==> src/rtl/mem_bridge.sv <==
// mem_bridge: shares one variable-latency memory port between the fetch and data
// ports, with data-first arbitration, a fetch starvation limit and a bus timeout.
module mem_bridge #(
    parameter int          AW          = 32,
    parameter int          DW          = 32,
    parameter int          MAX_DSTREAK = 4,
    parameter int          TIMEOUT     = 255,
    parameter logic [31:0] ERR_DATA    = 32'hDEAD_BEEF
) (
    input  logic            clk,
    input  logic            rst_n,
    input  logic            if_req,
    input  logic [AW-1:0]   if_addr,
    output logic [DW-1:0]   if_rdata,
    output logic            if_ready,
    input  logic            d_req,
    input  logic            d_we,
    input  logic [AW-1:0]   d_addr,
    input  logic [DW-1:0]   d_wdata,
    input  logic [DW/8-1:0] d_be,
    output logic [DW-1:0]   d_rdata,
    output logic            d_ready,
    output logic            mem_req,
    output logic            mem_we,
    output logic [AW-1:0]   mem_addr,
    output logic [DW-1:0]   mem_wdata,
    output logic [DW/8-1:0] mem_be,
    input  logic            mem_ack,
    input  logic [DW-1:0]   mem_rdata,
    output logic            bus_err
);
    localparam logic [DW-1:0] ERR_WORD   = DW'(ERR_DATA);
    localparam logic [3:0]    STREAK_MAX = 4'(MAX_DSTREAK);
    localparam logic [15:0]   TMO_LAST   = 16'(TIMEOUT - 1);

    typedef enum logic [1:0] {IDLE, DATA, FETCH, RESP} state_t;

    state_t          state, state_next;
    logic [3:0]      streak, streak_next;
    logic [15:0]     tmo_cnt, tmo_cnt_next;
    logic            busy, grant_d, grant_f, ack_done, tmo_done;

    logic            mem_req_d, mem_we_d, if_ready_d, d_ready_d, bus_err_d;
    logic [AW-1:0]   mem_addr_d;
    logic [DW-1:0]   mem_wdata_d, if_rdata_d, d_rdata_d;
    logic [DW/8-1:0] mem_be_d;

    // Data wins unless a waiting fetch has already seen MAX_DSTREAK data grants in a row.
    always_comb begin
        busy     = (state == DATA) || (state == FETCH);
        grant_d  = (state == IDLE) && d_req && (!if_req || (streak < STREAK_MAX));
        grant_f  = (state == IDLE) && if_req && !grant_d;
        ack_done = busy && mem_ack;
        tmo_done = busy && !mem_ack && (tmo_cnt == TMO_LAST);
    end

    always_ff @(posedge clk or negedge rst_n) begin
        if (!rst_n) state <= IDLE;
        else        state <= state_next;
    end

    always_comb begin
        state_next = state;
        case (state)
            IDLE:        if (grant_d)              state_next = DATA;
                         else if (grant_f)         state_next = FETCH;
            DATA, FETCH: if (ack_done || tmo_done) state_next = RESP;
            RESP:                                  state_next = IDLE;
            default:                               state_next = IDLE;
        endcase

        streak_next = streak;
        if (state == IDLE) begin
            if (!if_req || grant_f) streak_next = '0;
            else if (grant_d)       streak_next = (streak == 4'hF) ? streak : streak + 4'd1;
        end
        tmo_cnt_next = (busy && !ack_done && !tmo_done) ? tmo_cnt + 16'd1 : '0;
    end

    // Next values of the registered outputs; an ack beats a timeout in the same cycle.
    always_comb begin
        mem_req_d   = mem_req;
        mem_we_d    = mem_we;
        mem_addr_d  = mem_addr;
        mem_wdata_d = mem_wdata;
        mem_be_d    = mem_be;
        if_rdata_d  = if_rdata;
        d_rdata_d   = d_rdata;
        if_ready_d  = 1'b0;
        d_ready_d   = 1'b0;
        bus_err_d   = 1'b0;

        if (grant_d) begin
            mem_req_d   = 1'b1;
            mem_we_d    = d_we;
            mem_addr_d  = d_addr;
            mem_wdata_d = d_wdata;
            mem_be_d    = d_we ? d_be : '1;
        end else if (grant_f) begin
            mem_req_d   = 1'b1;
            mem_we_d    = 1'b0;
            mem_addr_d  = if_addr;
            mem_wdata_d = '0;
            mem_be_d    = '1;
        end

        if (ack_done || tmo_done) begin
            mem_req_d = 1'b0;
            mem_we_d  = 1'b0;
            bus_err_d = tmo_done;
            if (state == DATA) begin
                d_rdata_d = ack_done ? mem_rdata : ERR_WORD;
                d_ready_d = 1'b1;
            end else begin
                if_rdata_d = ack_done ? mem_rdata : ERR_WORD;
                if_ready_d = 1'b1;
            end
        end
    end

    always_ff @(posedge clk or negedge rst_n) begin
        if (!rst_n) begin
            streak    <= '0;
            tmo_cnt   <= '0;
            mem_req   <= 1'b0;
            mem_we    <= 1'b0;
            mem_addr  <= '0;
            mem_wdata <= '0;
            mem_be    <= '0;
            if_rdata  <= '0;
            d_rdata   <= '0;
            if_ready  <= 1'b0;
            d_ready   <= 1'b0;
            bus_err   <= 1'b0;
        end else begin
            streak    <= streak_next;
            tmo_cnt   <= tmo_cnt_next;
            mem_req   <= mem_req_d;
            mem_we    <= mem_we_d;
            mem_addr  <= mem_addr_d;
            mem_wdata <= mem_wdata_d;
            mem_be    <= mem_be_d;
            if_rdata  <= if_rdata_d;
            d_rdata   <= d_rdata_d;
            if_ready  <= if_ready_d;
            d_ready   <= d_ready_d;
            bus_err   <= bus_err_d;
        end
    end
endmodule
==> config.mk <==
export PLATFORM = sky130hd
export DESIGN_NAME = mem_bridge
export DESIGN_NICKNAME = d
export VERILOG_FILES = /design/src/rtl/mem_bridge.sv
export SDC_FILE = /design/constraint.sdc
export NUM_CORES = 1
export LEC_CHECK = 0
export CORE_AREA = 3 3 123 125
export DETAILED_ROUTE_END_ITERATION = 6
export DIE_AREA = 0 0 126 128
export HOLD_SLACK_MARGIN = 0.06
export PLACE_DENSITY = 0.87
export RECOVER_POWER = 100
export SETUP_SLACK_MARGIN = 0.1
export SLEW_MARGIN = 20
export SYNTH_ARGS = -nofsm -noshare
export SYNTH_HDL_FRONTEND = slang
export SYNTH_SLANG_ARGS = --single-unit
export TNS_END_PERCENT = 100
==> constraint.sdc <==
create_clock -name clk -period 6.2 [get_ports clk]
set_input_delay 1.24 -clock clk [delete_from_list [all_inputs] [get_ports clk]]
set_output_delay 1.24 -clock clk [all_outputs]
set_load 0.01 [all_outputs]
# [Word level (Yosys, flattened, before mapping)]
# Cells that the tools add are included.
# W data, S select, Z words.
[totals] regBits=159 input_bits=138 output_inout_bits=137
[op_classes] add_sub_neg=2 n_lt_le_gt_ge=1 eq_ne=8 mux=27 bitwise=1 reduce_logical=27
[ops] operator="$mux W32" n=5
[ops] operator="$mux W4" n=6
[ops] operator="$add A16 B1 Y16 const B" n=1
[ops] operator="$eq A16 B8 Y1 const B" n=1
[ops] operator="$mux W16" n=1
[ops] operator="$mux W1" n=11
[ops] operator="$logic_and A1 B1 Y1" n=9
[ops] operator="$mux W2" n=3
[ops] operator="$pmux W2 S3" n=1
[ops] operator="$reduce_and A2 Y1" n=3
[ops] operator="$logic_not A1 Y1" n=5
[ops] operator="$add A4 B1 Y4 const B" n=1
[ops] operator="$eq A2 B2 Y1 const B" n=2
[ops] operator="$eq A4 B4 Y1 const B" n=1
[ops] operator="$logic_or A1 B1 Y1" n=4
[ops] operator="$lt A4 B3 Y1 const B" n=1
[ops] operator="$ne A2 B2 Y1 const B" n=2
[ops] operator="$reduce_bool A2 Y1" n=2
[ops] operator="$ne A3 B3 Y1 const B" n=1
[ops] operator="$reduce_and A3 Y1" n=1
[ops] operator="$reduce_bool A3 Y1" n=1
[ops] operator="$eq A2 B1 Y1 const B" n=1
[ops] operator="$logic_not A2 Y1" n=1
[ops] operator="$reduce_or A2 Y1" n=1
[ops] operator="$not A1 Y1" n=1

# [Longest topological paths before layout]
# Gate-level depths: netlist of the first run.
[depth] depth_word=8 mapped_depth=9

# [Least setup slack after synthesis of the first run]
# Ideal clock, no wire load.
[synth_path] path_kind="input to register" start="input port if_req" end="register streak[1]" setup_time_ps=83 arrival_time_ps=2492 setup_slack_ps=3625 path_stages=7 n_path_buf=3 cell_sequence="o21ai_0 -> and3_1 -> clkbuf_1 -> clkbuf_1 -> clkbuf_1 -> nand3_1 -> o21ai_0"
[synth_via] elab_chain_cells=8
[synth_rtl] item="start: declaration" line_no="12" source="input logic if_req,"
[synth_rtl] item="$logic_not A1 Y1" line_no="51, 74"
[synth_rtl] item="$logic_or A1 B1 Y1" line_no="51" source="grant_d = (state == IDLE) && d_req && (!if_req || (streak < STREAK_MAX));"
[synth_rtl] item="$logic_and A1 B1 Y1" line_no="51"
[synth_rtl] item="$logic_not A1 Y1" line_no="52" source="grant_f = (state == IDLE) && if_req && !grant_d;"
[synth_rtl] item="$logic_and A1 B1 Y1" line_no="52"
[synth_rtl] item="$logic_or A1 B1 Y1" line_no="74" source="if (!if_req || grant_f) streak_next = '0;"
[synth_rtl] item="$ne A2 B2 Y1 (no source line) / $reduce_bool A2 Y1 (equally long branches)"
[synth_rtl] item="$reduce_and A3 Y1 (no source line)"
[synth_rtl] item="end signal: assignment" line_no="136" source="streak <= streak_next;"
[synth_rtl] item="end: declaration" line_no="39" source="logic [3:0] streak, streak_next;"
# Parallel ways exist; a longest one is shown, timed or not.
# A chain may end at the register's enable or synchronous reset.

# [Worst setup path after layout of the first run]
[layout_path] start="input port mem_ack" end="register if_rdata[11]"
[layout_via] elab_chain_cells=5
[layout_rtl] item="start: declaration" line_no="28" source="input logic mem_ack,"
[layout_rtl] item="$logic_not A1 Y1" line_no="54" source="tmo_done = busy && !mem_ack && (tmo_cnt == TMO_LAST);"
[layout_rtl] item="$logic_and A1 B1 Y1 (2 in a row)" line_no="54"
[layout_rtl] item="$logic_or A1 B1 Y1" line_no="107" source="if (ack_done || tmo_done) begin"
[layout_rtl] item="$reduce_and A2 Y1 (no source line)"
[layout_rtl] item="end signal: assignment" line_no="143" source="if_rdata <= if_rdata_d;"
[layout_rtl] item="end: declaration" line_no="14" source="output logic [DW-1:0] if_rdata,"
# Parallel ways exist; a longest one is shown, timed or not.

==> results of run 1 <==
## worst max-delay path: stages
cell and delay, ns:
dlygate4sd3_1 0.78, inv_1 0.70, o41ai_1 0.44, nand2_4 0.24, clkinvlp_2 0.84, a2bb2oi_1 0.39
## area by class of cell
cell class | instances | share of cell area [%]
clock inverters | 11 | 1.17
flip-flops and latches | 159 | 40.6
clock buffers | 20 | 4.66
inverters | 9 | 0.370
repair buffers | 279 | 28.2
multi-input cells | 316 | 22.7
well taps | 180 | 2.30
## per-layer routing
layer / global-route usage [%] / up-vias / routed length [um] / part of all wire, %
li1: - / 2427 / - / -
met1: 29.0 / 2706 / 7390 / 37
met2: 42.5 / 226 / 10500 / 53
met3: 6.00 / 52 / 1090 / 5.5
met4: 10.5 / 0 / 728 / 3.7
met5: 0 / - / 0 / 0
## final timing paths
check                           slack (ns)           end  cells past startpoint          from
worst max register to register        2.78  if_rdata[11]                      5    tmo_cnt[4]
max in group asynchronous             2.69  mem_wdata[8]                      2         rst_n
worst min register to register        0.48  mem_addr[15]                      2  mem_addr[15]
worst max-delay path                  1.82  if_rdata[11]                      6       mem_ack
worst min-delay path                  0.48  mem_addr[15]                      2  mem_addr[15]
min in group asynchronous             1.65  mem_addr[18]                      1         rst_n
## placed cells by master, fill, tap and decap left out, types with 3 or more instances in the layout
master           count
nor2b_1              3
nor3_1               3
clkdlybuf4s50_1    134
dlygate4sd3_1      139
nand4_1              5
clkinv_2             6
a22o_1              32
nand3_1              5
nand2_1             40
inv_1                7
nor2_1              40
a32o_1              16
clkbuf_16           17
nor4_1               4
xor2_1               4
a21oi_1              7
xnor2_1              7
dfrtp_1            159
o22a_1               4
o21ai_0             36
or3_1                3
ha_1                 6
a2bb2oi_1           48
buf_4                4
mux2i_1             34
## power by group through the flow
stage	logic (mW)	clock network, mW	registers [mW]
final	2.05	1.02	1.71
after floorplan	0.885	0	1.88
after CTS	2.23	1.03	1.73
after global placement	2.15	0	1.72
after detailed placement	2.22	0	1.73
after global routing	2.20	1.08	1.76
## state kept, by name, summed over array words and instances (netlist names), 2 cells and up
name	count
mem_wdata	32
mem_addr	32
state	2
streak	4
if_rdata	32
d_rdata	32
tmo_cnt	16
mem_be	4
## stage by stage
step                util (%)  power, mW  worst slack, ns  area (sq um)
global placement        66.5       3.87             2.84          9310
CTS                     70.6       4.99             3.16          9880
global route            70.1       5.03             1.62          9810
floorplan                  -       2.77             3.63          6460
detailed placement      66.5       3.95             2.73          9310
finish                  70.1       4.78             1.82          9810
## kinds of logic (layout without fill, tap and decap cells)
logic type | after synthesis | in the layout | synth area share (%)
multiplexers | 34 | 34 | 5.27
AND/OR/NAND/NOR | 114 | 114 | 8.14
AO/OA/AOI/OAI | 151 | 151 | 18.8
XOR/XNOR | 11 | 11 | 1.49
buffers and inverters | 47 | 319 | 3.49
adder cells (fa/ha/maj) | 6 | 6 | 1.16
flip-flops | 159 | 159 | 61.6
==> out/metrics.yaml, run 1 <==
run_status:
  status: "finished, violations left"
  violations: "capacitance limit, slew limit"
clocking:
  clockRootBuffer: "clkbuf_16"
  postCtsSetupBuffers: 0
  hold_buffers: 0
  clock_latency_ns: 0.42
  clk_pin_slew_ns: 0.06
  cts_sinks: 159
  htree_levels: 4
  cts_tree: "built"
  cts_made_buffers: 17
  cts-resized-gates: 0
  clockBufferDepth: 2
floorplan:
  fp.dieW_um: 126
  die-height_um: 128
  core_area_sq_um: 14000
  start_util_pct: 46.2
  dieArea_sq_um: 16100
  pin_count: 275
  rows: 43
timing:
  max_freq_mhz: 228
  finClkSkew_ns: 0.00901
  post-route-period-util_pct: 70.6
  rsz0062_at_grt: "false"
  drv_slew: 115
  finalCriticalPeriod_ns: 4.38
  setup_viol: 0
  finalSetupTns_ns: 0
  slew_headroom_pct: -85.3
  holdWs_ns: 0.479
  hold_violations: 0
  worst_pin_slew_ns: 2.78
yosys:
  netlist_area_sq_um: 6460
  yosysMostFrequentCell: "dfrtp_1"
  seq_area_frac_synth_pct: 61.6
  ys.flop_type: "dfrtp_1"
  synth_top_area_share_pct: 61.6
  synth-seq-cells: 159
  synthTopCellsByArea: "dfrtp_1 62%, a2bb2oi_1 6.0%, mux2i_1 5.3%"
  yosys-top-cells-count: "159 x dfrtp_1, 44 x a2bb2oi_1, 40 x nand2_1, 40 x nor2_1, 36 x o21ai_0"
  postSynthAreaPerCell_sq_um: 12.4
  synthArstFlopShare_pct: 100
  yosysWarnings: 0
  synth.distinct_cells: 43
  synth.net_count: 666
  postSynthCellCount: 522
  synth_edf_count: 0
  synth.largest_area_cell: "dfrtp_1"
cells_and_area:
  multi_input_area_sq_um: 2230
  antenna_cells: 0
  drive_gt1_share_pct: 5.67
  finalNetCount: 926
  nFillCells: 983
  synthToLayoutAreaGrowth_pct: 52.0
  register_area_sq_um: 3980
  stdcell_count: 974
pwr:
  p_int_mw: 3.13
  power_density_nw_per_um2: 487
  p_switching_mw: 1.64
  seqPwrFrac_pct: 35.8
  p_clk_share_pct: 21.3
  cellLeakagePower_nw: 4.20
  p_sw_share_pct: 34.4
  ir_drop_uv: 269
  combinationalPowerShare_pct: 42.9
flow_run:
  maxCapViolCount: 1
grt:
  grt.overflow.total: 0
  antenna_found_initial: 0
  grt_pass1_wl_mm: 31.0
  gr-usage-all-layers_pct: 24.4
  grt_pass1_vias: 5778
  grt_max_degree: 115
drt:
  vias_per_cell: 5.56
  ant_nets: 0
  routedWlPerCell_um: 20.3
  drc_errors: 0
  drt-pass1-iter-count: 5
  vias: 5411
  drt-initial-drc-count: 258
  routed_wl_mm: 19.7
placement:
  dp_cells: 943
  hpwl_mm: 14.0
  portBuffers: 274
  gp_congestion: 0.864
setup_path:
  critPathRequiredTime_ns: 6.47
  worstSetupPathType: "in -> reg"
  startpoint_type: "primary input"
  end_kind: "flip-flop"
  crit_fanout: 25
  arrival_ns: 4.65
worst_hold_path:
  min_path_type: "reg -> reg"
Power figures use the tool's default switching activity.
==> run 2, diff against run 1 <==
--- a/config.mk
+++ b/config.mk
@@ -5,11 +5,11 @@
 export SDC_FILE = /design/constraint.sdc
 export NUM_CORES = 1
 export LEC_CHECK = 0
-export CORE_AREA = 3 3 123 125
+export CORE_AREA = 3 3 127 129
 export DETAILED_ROUTE_END_ITERATION = 6
-export DIE_AREA = 0 0 126 128
+export DIE_AREA = 0 0 130 132
 export HOLD_SLACK_MARGIN = 0.06
-export PLACE_DENSITY = 0.87
+export PLACE_DENSITY = 0.82
 export RECOVER_POWER = 100
 export SETUP_SLACK_MARGIN = 0.1
 export SLEW_MARGIN = 20
==> constraint.sdc (replaced) <==
create_clock -name clk -period 4.6 [get_ports clk]
set_input_delay 0.92 -clock clk [delete_from_list [all_inputs] [get_ports clk]]
set_output_delay 0.92 -clock clk [all_outputs]
set_load 0.01 [all_outputs]
==> run 2 against run 1 <==
Compared with the run above:
- final cell count is 0.72% higher
- global-route usage decreased by 1.2 points
- clock skew fell by 0.0028 ns
- count of clock-buffer cells in the layout rose by 1
- the run still ends with capacitance limit, slew limit left
- sequential power up 35%
- critical endpoint is now mem_be[3]
- highest routed layer unchanged
- flip-flop and latch count stayed put
- first-iteration DRC count decreased by 5.4%
==> out/metrics.yaml, run 2 (synthesized netlist as in run 1, its figures left out) <==
cells_and_area:
  mostFrequentLayoutCell: "dfrtp_1"  # unchanged
  final_cell_mix: "159 x dfrtp_1, 139 x dlygate4sd3_1, 134 x clkdlybuf4s50_1, 47 x a2bb2oi_1"  # was 159 x dfrtp_1, 139 x dlygate4sd3_1, 134 x clkdlybuf4s50_1, 48 x a2bb2oi_1
  finalNetCount: 928  # was 926
  fin_util_pct: 65.1  # was 70.1%
  stdcell_count: 981  # was 974
  synthToLayoutAreaGrowth_pct: 52.7  # was 52.0%
  final_area_sq_um: 9860  # was 9810 sq um
  drive_gt1_share_pct: 5.56  # was 5.67%
  multi_input_area_sq_um: 2230  # about the same
  register_area_sq_um: 3980  # unchanged
  nFillCells: 1115  # was 983
clocking:
  clockBufferDepth: 2  # unchanged
  clk_pin_slew_ns: 0.06  # about the same
  postCtsSetupBuffers: 0  # unchanged
  clockRootBuffer: "clkbuf_16"  # unchanged
  htree_levels: 4  # unchanged
  cts_tree: "built"  # unchanged
  hold_buffers: 0  # unchanged
  clock_latency_ns: 0.41  # was 0.42 ns
  cts-resized-gates: 0  # unchanged
  cts_made_buffers: 17  # unchanged
  cts_sinks: 159  # unchanged
pwr:
  total_power_mw: 6.47  # was 4.78 mW
  cellLeakagePower_nw: 4.22  # was 4.20 nW
  power_density_nw_per_um2: 656  # was 487 nW/um^2
  ir_drop_uv: 401  # was 269 uV
timing:
  holdWs_ns: 0.473  # was 0.479 ns
  finalSetupTns_ns: 0  # unchanged
  finClkSkew_ns: 0.00626  # was 0.00901 ns
  setup_viol: 0  # unchanged
  hold_violations: 0  # unchanged
  slew_headroom_pct: -71.2  # was -85.3%
  rsz0062_at_grt: "false"  # unchanged
  worst_pin_slew_ns: 2.57  # was 2.78 ns
  finalCriticalPeriod_ns: 3.40
  setup_slack_ns: 1.20  # was 1.82 ns
  drv_slew: 174  # was 115
  max_freq_mhz: 294
  post-route-period-util_pct: 73.8
drt:
  drt-initial-drc-count: 244  # was 258
  vias: 5316  # was 5411
  drt-pass1-iter-count: 5  # unchanged
  drc_errors: 0  # unchanged
  ant_nets: 0  # unchanged
  routedWlPerCell_um: 20.0  # was 20.3 um
  vias_per_cell: 5.42  # was 5.56
  routed_wl_mm: 19.6  # was 19.7 mm
grt:
  grt.overflow.total: 0  # unchanged
  gr-usage-all-layers_pct: 23.2  # was 24.4%
  grt_pass1_vias: 5783  # was 5778
  grt_max_degree: 104  # was 115
  grt_use_met2_pct: 38.9  # was 42.5%
  grt_pass1_wl_mm: 31.0  # about the same
  busiest_layer: "met2"  # unchanged
  antenna_found_initial: 1  # was 0
  grt_use_met3_pct: 6.81  # was 6.00%
  use_met1_pct: 27.5  # was 29.0%
setup_path:
  critPathRequiredTime_ns: 4.89  # was 6.47 ns
  slowest_delay_ns: 1.32  # was 0.84 ns
  crit_family: "simple AND/OR/NAND/NOR gates"  # was buffers and inverters
  crit_buf_inv: 1  # was 3
  crit_fanout: 69  # was 25
  startpoint_type: "primary input"  # unchanged
  arrival_ns: 3.68  # was 4.65 ns
  worstSetupPathType: "in -> reg"  # unchanged
  end_kind: "flip-flop"  # unchanged
  path_cells: "dlygate4sd3_1, o21ai_0, and3_2, nand2_1, o22a_1"  # was dlygate4sd3_1, inv_1, o41ai_1, nand2_4, clkinvlp_2, a2bb2oi_1
  slowest_stage: "and3_2"  # was clkinvlp_2
flow_run:
  maxCapViolCount: 2  # was 1
worst_hold_path:
  min_path_type: "reg -> reg"  # unchanged
placement:
  dp_cells: 953  # was 943
  portBuffers: 274  # unchanged
  gp_congestion: 0.861  # was 0.864
  dpl_cell_area_sq_um: 9330  # was 9310 sq um
  hpwl_mm: 14.4  # was 14.0 mm
  dp_slack_ns: 1.40  # was 2.73 ns
floorplan:
  fp.dieW_um: 130  # was 126 um
  dieArea_sq_um: 17200  # was 16100 sq um
  start_util_pct: 42.6  # was 46.2%
  core_area_sq_um: 15100  # was 14000 sq um
  die-height_um: 132  # was 128 um
  pin_count: 275  # unchanged
  rows: 45  # was 43
run_status:
  violations: "capacitance limit, slew limit"  # unchanged
  status: "finished, violations left"  # unchanged
[run 2: cell types whose count changed in the layout (fill, tap and decap cells not counted), sizes merged]
cell	delta
diode	+1
inv	+1
bufinv	+1
clkbuf	+1
clkinvlp	-2
clkinv	-5
buf	+2
[run 2: report_power, final]
| part | internal [mW] | switching (mW) |
|---|---|---|
| Clock | 0.881 | 0.511 |
| Combinational | 1.43 | 1.34 |
| Sequential | 1.98 | 0.334 |
[run 2: worst paths after layout]
check	start	to	slack, ns	depth (start not counted)
hold reg to reg	mem_addr[19]	mem_addr[19]	0.47	2
setup / recovery	if_req	mem_be[3]	1.20	5
max in group asynchronous	rst_n	if_rdata[21]	1.69	2
setup reg to reg	state[0]	mem_be[3]	1.56	5
min in group asynchronous	rst_n	if_rdata[29]	1.26	1
hold / removal	mem_addr[19]	mem_addr[19]	0.47	2
[run 2: worst register-to-register path: cells and delay by family (launching register included)]
kind | cells | cell delay, ns
adders and majority gates | 1 | 0.36
buffers and inverters | 1 | 0.09
DFF | 1 | 0.40
AOI/OAI and AO/OA | 1 | 0.30
and+or+nand+nor | 2 | 1.76
[run 2: area by class of cell]
| cell class | count | area share, % |
|---|---|---|
| sequential | 159 | 40.4 |
| timing repair buffer | 281 | 28.3 |
| multi-input combinational | 316 | 22.6 |
| clock buffer | 21 | 4.77 |
| tap | 188 | 2.39 |
| clock inverter | 6 | 1.13 |
| inverter | 9 | 0.444 |
| antenna | 1 | 0.0254 |
[run 2: per-layer routing]
layer	wire length [um]	vias to the layer above	share of wire (%)
met4	779	0	4.0
li1	-	2423	-
met2	10500	189	53
met5	0	-	0
met3	888	44	4.5
met1	7470	2660	38
==> run 3, diff against run 2 <==
--- a/config.mk
+++ b/config.mk
@@ -5,11 +5,11 @@
 export SDC_FILE = /design/constraint.sdc
 export NUM_CORES = 1
 export LEC_CHECK = 0
-export CORE_AREA = 3 3 127 129
+export CORE_AREA = 3 3 135 137
 export DETAILED_ROUTE_END_ITERATION = 6
-export DIE_AREA = 0 0 130 132
+export DIE_AREA = 0 0 138 140
 export HOLD_SLACK_MARGIN = 0.06
-export PLACE_DENSITY = 0.82
+export PLACE_DENSITY = 0.77
 export RECOVER_POWER = 100
 export SETUP_SLACK_MARGIN = 0.1
 export SLEW_MARGIN = 20
==> constraint.sdc (replaced) <==
create_clock -name clk -period 2.8 [get_ports clk]
set_input_delay 0.56 -clock clk [delete_from_list [all_inputs] [get_ports clk]]
set_output_delay 0.56 -clock clk [all_outputs]
set_load 0.01 [all_outputs]
==> run 3 against run 2 <==
Compared with the run above:
- the run still ends with capacitance limit, slew limit left
- sequential power increased by 62%
- clock skew increased by 0.0093 ns
- power increased by 65%
- setup slack got worse by 0.85 ns
- wire length decreased by 0.41%
==> out/metrics.yaml, run 3 (synthesized netlist as in run 1, its figures left out) <==
drt:
  wl_met2_mm: 10.0  # was 10.5 mm
  highest_layer: "met4"  # unchanged
  drt-initial-drc-count: 321  # was 244
  routed_wl_mm: 19.6  # about the same
  ant_nets: 0  # unchanged
  drt-pass1-iter-count: 4  # was 5
  vias: 5208  # was 5316
  vias_per_cell: 5.05  # was 5.42
  met3WireLength_um: 924  # was 888 um
  wl_met1_mm: 8.01  # was 7.47 mm
  drc_errors: 0  # unchanged
  routedWlPerCell_um: 19.0  # was 20.0 um
grt:
  grt.overflow.total: 0  # unchanged
  antenna_found_initial: 0  # was 1
  grt_pass1_wl_mm: 31.4  # was 31.0 mm
  grt_max_degree: 68  # was 104
  gr-usage-all-layers_pct: 20.5  # was 23.2%
  grt_pass1_vias: 5531  # was 5783
flow_run:
  maxCapViolCount: 1  # was 2
placement:
  dp_slack_ns: 0.443  # was 1.40 ns
  hpwl_mm: 14.2  # was 14.4 mm
  dpl_cell_area_sq_um: 9480  # was 9330 sq um
  portBuffers: 274  # unchanged
  gp_congestion: 0.855  # was 0.861
setup_path:
  crit_start: "tmo_cnt[9]"  # was if_req
  crit_fanout: 6  # was 69
  path_cells: "or4_1, o41ai_1, clkbuf_1, nor2_1"  # was dlygate4sd3_1, o21ai_0, and3_2, nand2_1, o22a_1
  crit_end: "tmo_cnt[11]"  # was mem_be[3]
  reg2reg_from: "tmo_cnt[9]"  # was state[0]
  startpoint_type: "flip-flop"  # was primary input
  slowest_delay_ns: 0.85  # was 1.32 ns
  crit_buf_inv: 1  # unchanged
  end_kind: "flip-flop"  # unchanged
  worstReg2RegEnd: "tmo_cnt[11]"  # was mem_be[3]
  slowest_stage: "o41ai_1"  # was and3_2
  worstSetupPathType: "reg -> reg"  # was in -> reg
  crit_cells: 4  # was 5
  arrival_ns: 2.75  # was 3.68 ns
  critPathRequiredTime_ns: 3.10  # was 4.89 ns
  crit_family: "compound AO/OA/AOI/OAI gates"  # was simple AND/OR/NAND/NOR gates
  r2r_cells: 4  # was 5
  r2r_setup_slack_ns: 0.35  # was 1.56 ns
floorplan:
  pin_count: 275  # unchanged
  dieArea_sq_um: 19300  # was 17200 sq um
  core_area_sq_um: 17200  # was 15100 sq um
  start_util_pct: 37.6  # was 42.6%
  fp.dieW_um: 138  # was 130 um
  rows: 48  # was 45
  die-height_um: 140  # was 132 um
cells_and_area:
  drive_gt1_share_pct: 6.82  # was 5.56%
  multi_input_area_sq_um: 2240  # was 2230 sq um
  mostFrequentLayoutCell: "dfrtp_1"  # unchanged
  antenna_cells: 0  # was 1
  nFillCells: 1499  # was 1115
  final_cell_mix: "159 x dfrtp_1, 137 x dlygate4sd3_1, 136 x clkdlybuf4s50_1, 48 x a2bb2oi_1"  # was 159 x dfrtp_1, 139 x dlygate4sd3_1, 134 x clkdlybuf4s50_1, 47 x a2bb2oi_1
  register_area_sq_um: 3980  # unchanged
  finalNetCount: 937  # was 928
  final_area_sq_um: 10000  # was 9860 sq um
  synthToLayoutAreaGrowth_pct: 54.9  # was 52.7%
timing:
  setup_slack_ns: 0.352  # was 1.20 ns
  drv_slew: 59  # was 174
  worst_pin_slew_ns: 1.52  # was 2.57 ns
  rsz0062_at_grt: "false"  # unchanged
  slew_headroom_pct: -1.62  # was -71.2%
  max_freq_mhz: 408
  finalCriticalPeriod_ns: 2.45
  post-route-period-util_pct: 87.4
  hold_violations: 0  # unchanged
  finClkSkew_ns: 0.0155  # was 0.00626 ns
  finalSetupTns_ns: 0  # unchanged
  setup_viol: 0  # unchanged
clocking:
  clockBufferDepth: 2  # unchanged
  postCtsSetupBuffers: 0  # unchanged
  clock_latency_ns: 0.42  # was 0.41 ns
  clk_pin_slew_ns: 0.06  # about the same
  cts-resized-gates: 0  # unchanged
  cts_tree: "built"  # unchanged
  htree_levels: 4  # unchanged
  clockRootBuffer: "clkbuf_16"  # unchanged
  cts_sinks: 159  # unchanged
  cts_made_buffers: 17  # unchanged
  hold_buffers: 0  # unchanged
run_status:
  status: "finished, violations left"  # unchanged
  violations: "capacitance limit, slew limit"  # unchanged
worst_hold_path:
  min_path_type: "reg -> reg"  # unchanged
pwr:
  power_density_nw_per_um2: 1070  # was 656 nW/um^2
  ir_drop_uv: 539  # was 401 uV
  cellLeakagePower_nw: 4.27  # was 4.22 nW
[run 3: worst reg2reg max path, delay by kind of cell (launching register included)]
kind	cells	cell delay [ns]
AOI/OAI and AO/OA	1	0.85
buffers and inverters	1	0.32
DFF	1	0.43
and+or+nand+nor	2	0.72
[run 3: power breakdown]
part	internal (mW)	switching, mW
Sequential	3.24	0.504
Clock	1.35	1.02
Combinational	2.36	2.23
[run 3: stage by stage]
stage / hold slack (ns) / util, % / total power, mW / std cells
after floorplan: 0.264 / - / 6.13 / 522
after global placement: 0.462 / 55.2 / 8.74 / 999
after detailed placement: 0.462 / 55.2 / 8.83 / 999
after CTS: 0.105 / 58.7 / 11.2 / 1031
after global routing: 0.494 / 58.2 / 11.3 / 1031
final: 0.469 / 58.2 / 10.7 / 1031
[run 3: worst min path at each step]
stage	start	end	slack, ns	cells past startpoint
final	mem_addr[30]	mem_addr[30]	0.47	2
after floorplan	rst_n	bus_err	0.26	0
after global routing	mem_addr[27]	mem_addr[27]	0.49	2
after detailed placement	streak[3]	streak[2]	0.46	1
after global placement	mem_addr[29]	mem_addr[29]	0.46	2
after CTS	rst_n	mem_addr[21]	0.10	1
[run 3: per-layer routing]
metal,track usage (%),vias to the layer above
met4,8.27,0
met3,4.81,35
met2,34.0,153
li1,-,2458
met1,26.0,2562
met5,0,-
[run 3: area by class of cell]
class	count	share of cell area (%)
Timing Repair Buffer	290	28.6
Tap cell	225	2.81
Multi-Input combinational cell	316	22.4
Inverter	9	0.438
Sequential cell	159	39.8
Clock inverter	15	1.76
Clock buffer	17	4.25
